[src/rtl/dda_host_pkg.sv]
// dda_host_pkg: shared opcodes and FSM state types for the DDA host interface.
//   OP_*        : command byte encodings decoded by the RX side
//   rx_state_t  : command/payload receive states
//   tx_state_t  : snapshot serializer states
package dda_host_pkg;

   // Upper nibble of a parameter write command; lower nibble is the index.
   localparam logic [3:0] OP_WRITE  = 4'h1;
   localparam logic [7:0] OP_COMMIT = 8'h20;
   localparam logic [7:0] OP_RUN    = 8'h30;
   localparam logic [7:0] OP_HALT   = 8'h31;
   localparam logic [7:0] OP_SNAP   = 8'h40;
   localparam logic [7:0] OP_CLRERR = 8'h50;

   typedef enum logic {RX_CMD, RX_PAYLOAD} rx_state_t;
   typedef enum logic {TX_IDLE, TX_SEND} tx_state_t;

endpackage

[src/rtl/dda_tx_serializer.sv]
// dda_tx_serializer: latches a W-bit snapshot and streams it MSB byte first
// over a valid/ready byte channel.
//   clk, rst  : clock, synchronous active-high reset
//   start     : latch data and begin streaming (ignored while busy)
//   data      : snapshot vector
//   tx_ready  : sink accepts tx_byte this cycle
//   tx_valid  : tx_byte is valid
//   tx_byte   : current byte
//   busy      : stream in progress
module dda_tx_serializer
   import dda_host_pkg::*;
#(
   parameter int unsigned W = 32
) (
   input  logic         clk,
   input  logic         rst,
   input  logic         start,
   input  logic [W-1:0] data,
   input  logic         tx_ready,
   output logic         tx_valid,
   output logic [7:0]   tx_byte,
   output logic         busy
);

   localparam int unsigned NB = W / 8;
   localparam int unsigned CW = (NB > 1) ? $clog2(NB) : 1;

   tx_state_t     state_q, state_d;
   logic [W-1:0]  shift_q, shift_d;
   logic [CW-1:0] cnt_q, cnt_d;

   always_ff @(posedge clk) begin
      if (rst) begin
         state_q <= TX_IDLE;
         shift_q <= '0;
         cnt_q   <= '0;
      end else begin
         state_q <= state_d;
         shift_q <= shift_d;
         cnt_q   <= cnt_d;
      end
   end

   // The snapshot shifts out through the top byte; once fully sent the
   // register is all zero, so tx_byte reads 0 while idle.
   always_comb begin
      state_d = state_q;
      shift_d = shift_q;
      cnt_d   = cnt_q;
      case (state_q)
         TX_IDLE: begin
            if (start) begin
               shift_d = data;
               cnt_d   = '0;
               state_d = TX_SEND;
            end
         end
         TX_SEND: begin
            if (tx_ready) begin
               shift_d = shift_q << 8;
               if (cnt_q == CW'(NB - 1)) begin
                  cnt_d   = '0;
                  state_d = TX_IDLE;
               end else begin
                  cnt_d = cnt_q + 1'b1;
               end
            end
         end
         default: state_d = TX_IDLE;
      endcase
   end

   assign tx_valid = (state_q == TX_SEND);
   assign busy     = (state_q == TX_SEND);
   assign tx_byte  = shift_q[W-1 -: 8];

endmodule

[src/rtl/dda_host_if.sv]
// dda_host_if: byte-oriented host interface for the posit DDA core.
// Decodes command bytes, writes a shadow parameter bank, commits it
// atomically to the active bank, controls run/load and streams state
// snapshots back.
//   clk, rst          : clock, synchronous active-high reset
//   rx_valid, rx_byte : received byte strobe and data
//   state             : DDA state vector, state[0] in the top word
//   params            : active parameter bank, param 0 in the top word
//   dda_en, dda_load  : run enable, one-cycle reload pulse
//   tx_valid, tx_byte, tx_ready : snapshot byte stream
//   busy              : snapshot stream in progress
//   err               : sticky protocol error
module dda_host_if
   import dda_host_pkg::*;
#(
   parameter int unsigned N          = 16,
   parameter int unsigned NUM_PARAMS = 4,
   parameter int unsigned NUM_STATE  = 2,
   parameter logic [NUM_PARAMS*N-1:0] DEFAULTS = 64'hC000_14CD_7240_0800
) (
   input  logic                    clk,
   input  logic                    rst,
   input  logic                    rx_valid,
   input  logic [7:0]              rx_byte,
   input  logic [NUM_STATE*N-1:0]  state,
   output logic [NUM_PARAMS*N-1:0] params,
   output logic                    dda_en,
   output logic                    dda_load,
   output logic                    tx_valid,
   output logic [7:0]              tx_byte,
   input  logic                    tx_ready,
   output logic                    busy,
   output logic                    err
);

   localparam int unsigned WB = N / 8;
   localparam int unsigned CW = (WB > 1) ? $clog2(WB) : 1;
   localparam int unsigned PW = NUM_PARAMS * N;

   rx_state_t     rx_state_q, rx_state_d;
   logic [3:0]    idx_q, idx_d;
   logic [CW-1:0] cnt_q, cnt_d;
   logic [PW-1:0] shadow_q, shadow_d;
   logic [PW-1:0] active_q, active_d;
   logic          en_q, en_d;
   logic          load_q, load_d;
   logic          err_q, err_d;
   logic          err_set, err_clr;
   logic          snap_start;

   always_ff @(posedge clk) begin
      if (rst) begin
         rx_state_q <= RX_CMD;
         idx_q      <= '0;
         cnt_q      <= '0;
         shadow_q   <= DEFAULTS;
         active_q   <= DEFAULTS;
         en_q       <= 1'b1;
         load_q     <= 1'b0;
         err_q      <= 1'b0;
      end else begin
         rx_state_q <= rx_state_d;
         idx_q      <= idx_d;
         cnt_q      <= cnt_d;
         shadow_q   <= shadow_d;
         active_q   <= active_d;
         en_q       <= en_d;
         load_q     <= load_d;
         err_q      <= err_d;
      end
   end

   always_comb begin
      rx_state_d = rx_state_q;
      idx_d      = idx_q;
      cnt_d      = cnt_q;
      shadow_d   = shadow_q;
      active_d   = active_q;
      en_d       = en_q;
      load_d     = 1'b0;
      err_set    = 1'b0;
      err_clr    = 1'b0;
      snap_start = 1'b0;

      case (rx_state_q)
         RX_CMD: begin
            if (rx_valid) begin
               if (rx_byte[7:4] == OP_WRITE) begin
                  if ({1'b0, rx_byte[3:0]} < 5'(NUM_PARAMS)) begin
                     rx_state_d = RX_PAYLOAD;
                     idx_d      = rx_byte[3:0];
                     cnt_d      = '0;
                  end else begin
                     err_set = 1'b1;
                  end
               end else begin
                  case (rx_byte)
                     OP_COMMIT: begin
                        active_d = shadow_q;
                        load_d   = 1'b1;
                     end
                     OP_RUN:  en_d = 1'b1;
                     OP_HALT: en_d = 1'b0;
                     OP_SNAP: begin
                        if (busy) err_set = 1'b1;
                        else      snap_start = 1'b1;
                     end
                     OP_CLRERR: err_clr = 1'b1;
                     default:   err_set = 1'b1;
                  endcase
               end
            end
         end
         RX_PAYLOAD: begin
            if (rx_valid) begin
               // Word p sits at the top for p = 0; byte b is MSB first.
               for (int p = 0; p < int'(NUM_PARAMS); p++) begin
                  for (int b = 0; b < int'(WB); b++) begin
                     if (idx_q == 4'(p) && cnt_q == CW'(b)) begin
                        shadow_d[(NUM_PARAMS - 1 - p) * N + N - 1 - 8 * b -: 8] = rx_byte;
                     end
                  end
               end
               if (cnt_q == CW'(WB - 1)) begin
                  rx_state_d = RX_CMD;
                  cnt_d      = '0;
               end else begin
                  cnt_d = cnt_q + 1'b1;
               end
            end
         end
         default: rx_state_d = RX_CMD;
      endcase

      // A clear in the same cycle as a new error leaves err low.
      if (err_clr)      err_d = 1'b0;
      else if (err_set) err_d = 1'b1;
      else              err_d = err_q;
   end

   dda_tx_serializer #(
      .W (NUM_STATE * N)
   ) u_tx (
      .clk      (clk),
      .rst      (rst),
      .start    (snap_start),
      .data     (state),
      .tx_ready (tx_ready),
      .tx_valid (tx_valid),
      .tx_byte  (tx_byte),
      .busy     (busy)
   );

   assign params   = active_q;
   assign dda_en   = en_q;
   assign dda_load = load_q;
   assign err      = err_q;

endmodule

[config.mk]
export PLATFORM = sky130hd
export DESIGN_NAME = dda_host_if
export DESIGN_NICKNAME = d
export VERILOG_FILES = /design/src/rtl/dda_host_pkg.sv /design/src/rtl/dda_tx_serializer.sv /design/src/rtl/dda_host_if.sv
export SDC_FILE = /design/constraint.sdc
export NUM_CORES = 1
export LEC_CHECK = 0
export CORE_ASPECT_RATIO = 0.7
export CORE_MARGIN = 5
export CORE_UTILIZATION = 45
export CTS_CLUSTER_DIAMETER = 50
export DETAILED_ROUTE_END_ITERATION = 6
export PLACE_DENSITY = 0.73
export SYNTH_ARGS = -nofsm -noshare
export SYNTH_HDL_FRONTEND = slang
export SYNTH_SLANG_ARGS = --single-unit
[constraint.sdc]
create_clock -name clk -period 4.24 [get_ports clk]
set_clock_uncertainty 0.05 [all_clocks]
set_input_delay 1.272 -clock clk [delete_from_list [all_inputs] [get_ports clk]]
set_output_delay 1.272 -clock clk [all_outputs]
set_load 0.005 [all_outputs]
# Word-level counts from Yosys, hierarchy flattened
# Index checks and enable logic that the tools add are counted.
# W data, S select, Z words.
# totals
regBits	172
input_bits	44
output_inout_bits	77
word_cells	108
# op_classes
addsub	2
n_lt_le_gt_ge	1
eq_ne	16
muxes	40
n_bitwise	5
reduce_logical	26
# op_table
op	count
$mux W32	2
$pmux W32 S2	1
$mux W1	28
$eq A8 B6 Y1 const B	3
$reduce_and A3 Y1	8
$eq A8 B7 Y1 const B	2
$reduce_and A4 Y1	4
$ne A2 B2 Y1 const B	6
$pmux W1 S2	5
$eq A4 B1 Y1 const B	2
$eq A4 B2 Y1 const B	2
$logic_and A1 B1 Y1	8
$reduce_or A4 Y1	2
$mux W2	3
$not A1 Y1	5
$logic_not A4 Y1	1
$lt A4 B3 Y1 const B	1
$pmux W2 S2	1
$add A2 B1 Y2 const B	1
$eq A2 B2 Y1 const B	1
$reduce_and A2 Y1	1
$reduce_bool A2 Y1	1
$reduce_or A2 Y1	1
$add A1 B1 Y1 const B	1

# Longest topological paths before layout
# depth
ltp_word	7
mapped_depth	7
depth_no_buf	4

# Cells and area by module
# A second synthesis with hierarchy kept.
# unflattened
cells_unflattened	715
hier_area_um2	6577.6
# by_module_without_submodules
module	n_inst	cells_each	area_per_inst_um2	seq_area_each_um2
dda_host_if	1	560	4969.8	2742.6
dda_tx_serializer	1	155	1607.8	700.7

# Worst setup path after synthesis
# No wires, ideal clock.
# synth_path
kind	in2reg
from	in rx_byte[3]
to	reg active_q[52], in the netlist params[52]
setup_ns	0.143
t_arrival_ns	2.801
t_required_ns	4.047
slack_ns	1.245
cell_stages	7
path_buffers	3
path_cell_list	buf_2 > or4_4 > or4_4 > buf_6 > buf_6 > nand2_1 > a21oi_2
# synth_between
elab_chain_len	2
# synth_rtl
element	line_no	rtl
start: declaration	dda_host_if.sv:24	input logic [7:0] rx_byte,
$eq A8 B6 Y1	dda_host_if.sv:97	case (rx_byte)
$reduce_and A4 Y1 (no line)	--	
end signal: assignment	dda_host_if.sv:66	active_q <= active_d;
end: declaration	dda_host_if.sv:44	logic [PW-1:0] active_q, active_d;
# Every way passes these cells.
# A chain may end at the register's enable or synchronous reset.

# Final worst setup path
# layout_path
from	in rx_valid
to	reg active_q[11], in the netlist params[11]
# layout_between
elab_chain_len	1
# layout_rtl
element	line_no	rtl
start: declaration	dda_host_if.sv:23	input logic rx_valid,
$reduce_and A4 Y1 (no line)	--	
# Every way passes these cells.

==> flow_metrics.py <==
metrics = {
    "route": {
        "drt-wirelength-per-cell_um": 16.4,
        "drt_iter0_drc": 323,
        "vias": 5348,
        "firstDrtPassIters": 4,
        "final_antenna_net_count": 0,
        "drc_errors": 0,
        "via_per_inst": 5.23,
        "drt_wl_total_um": 16700,
    },
    "yosys": {
        "syn_area_per_cell_um2": 9.27,
        "synth_mux_area_share_pct": 12.4,
        "synthDistinctLibCells": 43,
        "netlist_instances": 729,
        "yosys.area_share.simple_pct": 17.8,
        "synth.net_count": 774,
        "synth_top_family_by_area": "simple AND/OR/NAND/NOR gates",
        "ys_seq_area_share_pct": 51.0,
        "yosys_warnings": 0,
        "synthFlopType": "dfxtp_1",
        "synth_edf_count": 0,
        "synth_xor_area_share_pct": 0.130,
        "synth_seq_cells": 172,
        "netlist_area_mm2": 0.00676,
        "async_flop_share_pct": 0,
        "synth-compound-area-share_pct": 12.1,
        "synthAdderAreaFrac_pct": 0.185,
    },
    "final_layout": {
        "mostFrequentLayoutCells": "dfxtp_1 (172), nand2_1 (151), clkdlybuf4s50_1 (119)",
        "regArea_mm2": 0.00344,
        "mostFrequentLayoutCell": "dfxtp_1",
        "n_fill_cell": 1271,
        "area_growth_pct": 25.7,
        "multi_input_area_mm2": 0.00288,
        "antennaDiodeCount": 0,
        "fin_cells": 1022,
        "final_nets": 859,
        "drive_above_1_share_pct": 8.95,
    },
    "timing": {
        "post-route-period-util_pct": 80.7,
        "finalHoldViolations": 0,
        "fin_crit_ps": 3420,
        "rsz0062_at_grt": "no",
        "fmax_mhz": 292,
        "slew_violations": 0,
        "slew_headroom_pct": 37.7,
        "finalSetupViolCount": 0,
        "tightest_slew_ps": 934,
        "fin_tns_setup_ps": 0,
        "finalWorstSetupSlack_ps": 819,
    },
    "placed_design": {
        "place_ws_ps": 423,
        "place_inst": 990,
        "gp_congestion": 0.803,
        "hpwl_um": 11500,
        "io_buffers": 120,
    },
    "worst_setup_path": {
        "reg2reg_slack_ps": 1720,
        "required_ps": 4440,
        "path_max_fanout": 65,
        "start_kind": "input port",
        "arrival_ps": 3620,
        "critical_path_class": "in -> reg",
        "end_kind": "flip-flop",
    },
    "grt": {
        "grt_overflow": 0,
        "grt_max_degree": 91,
        "grt_pass1_vias": 5331,
        "grt_usage_pct": 18.8,
        "grt_pass1_wl_um": 26900,
        "met2_usage_pct": 29.2,
        "use_met1_pct": 26.5,
        "antenna_found_initial": 0,
        "grt_use_met3_pct": 4.12,
        "top_usage_layer": "met2",
    },
    "clocking": {
        "cts_hold_buf": 0,
        "cts_setup_buffers": 0,
        "cts_buffers": 17,
        "cts_resized": 0,
        "root_buffer": "clkbuf_16",
        "clkSinkCount": 172,
        "h-tree-depth": 4,
        "clk_pin_slew_ps": 70,
        "cts.path.max_buffers": 2,
        "cts_tree": "yes",
        "clk_latency_ps": 420,
    },
    "floorplanning": {
        "io_pins": 121,
        "die_x_um": 156,
        "rows": 37,
        "design.core.area_mm2": 0.0147,
        "initial_core_util_pct": 45.9,
        "die_area_mm2": 0.0176,
        "die_h_um": 113,
    },
    "power": {
        "leakagePower_nw": 3.14,
        "ir_worst_vdd_uv": 275,
        "p_per_area_mw_per_mm2": 384,
    },
    "worst_hold_path": {
        "hold_class": "reg -> reg",
    },
    "outcome": {
        "status": "complete, no violations",
    },
    "run": {
        "drv_cap": 0,
    },
}
## synthesized netlist by cell type, types with 2 or more instances
cell type / count / share of area [%]
dfxtp_1: 172 / 51
nand2_1: 151 / 8.4
mux2i_1: 84 / 12
nor2_1: 62 / 3.4
a21oi_1: 43 / 3.2
clkbuf_1: 35 / 1.9
o21ai_0: 30 / 2.2
nand3_1: 26 / 1.9
o311a_1: 24 / 3.6
a21oi_2: 17 / 2.2
buf_6: 14 / 2.3
buf_4: 10 / 1.1
nor3_1: 8 / 0.59
buf_1: 6 / 0.33
buf_2: 6 / 0.44
inv_1: 5 / 0.28
nor2_2: 3 / 0.28
or4_1: 3 / 0.33
a311oi_1: 2 / 0.26
and2_1: 2 / 0.19
and3_1: 2 / 0.19
nand4_1: 2 / 0.19
or4_4: 2 / 0.33
## layer usage
metal	vias up	wire, um
li1	2662	-
met1	2530	8150
met2	140	7470
met3	16	921
met4	0	197
met5	-	0
## layout make-up
cell class,instances,area share (%)
Tap cell,195,2.87
Inverter,5,0.221
Clock buffer,20,5.26
Multi-Input combinational cell,481,33.9
Clock inverter,12,1.63
Sequential cell,172,40.5
Timing Repair Buffer,137,15.6
## worst max-delay path, cell delays in order
cell and delay, ps:
clkdlybuf4s50_1 670, or4b_4 550, or4_4 840, nand2_1 180, nand3_1 90
## registers in the layout, summed over array words and instances, names as in the netlist, 2 cells and up
| signal | flops |
|---|---|
| idx_q | 4 |
| u_tx.cnt_q | 2 |
| u_tx.shift_q | 32 |
| shadow_q | 64 |
| params | 64 |
## per-stage QoR
| stage | hold slack [ps] | area [um^2] | power [mW] | util (%) |
|---|---|---|---|---|
| 6_report | 404 | 8490 | 3.26 | 57.7 |
| 5_1_grt | 426 | 8490 | 3.38 | 57.7 |
| 4_1_cts | 406 | 8490 | 3.30 | 57.7 |
| 3_5_place_dp | 397 | 7910 | 1.78 | 53.7 |
| 3_3_place_gp | 392 | 7910 | 1.77 | 53.7 |
| 2_1_floorplan | 381 | 6760 | 1.71 | - |
## power breakdown
group          switching (mW)  total (mW)  internal [mW]
Combinational          0.0653       0.120         0.0549
Clock                   0.633        1.52          0.891
Sequential            0.00183        1.62           1.62
Total                   0.700        3.26           2.56
## cells by family (layout without fill, tap and decap cells)
logic type	after synthesis	after routing
and+or+nand+nor	274	274
xor gates and xnor gates	1	1
adders and majority gates	1	1
buffers and inverters	76	174
DFF	172	172
muxes	84	84
AOI/OAI and AO/OA	121	121
## worst paths after layout
check | startpoint | end | depth (start not counted)
max reg2reg | u_tx.busy | u_tx.shift_q[22] | 5
min reg2reg | shadow_q[12] | params[12] | 2
min | shadow_q[12] | params[12] | 2
max | rx_valid | params[11] | 5
Power figures use the tool's default switching activity.
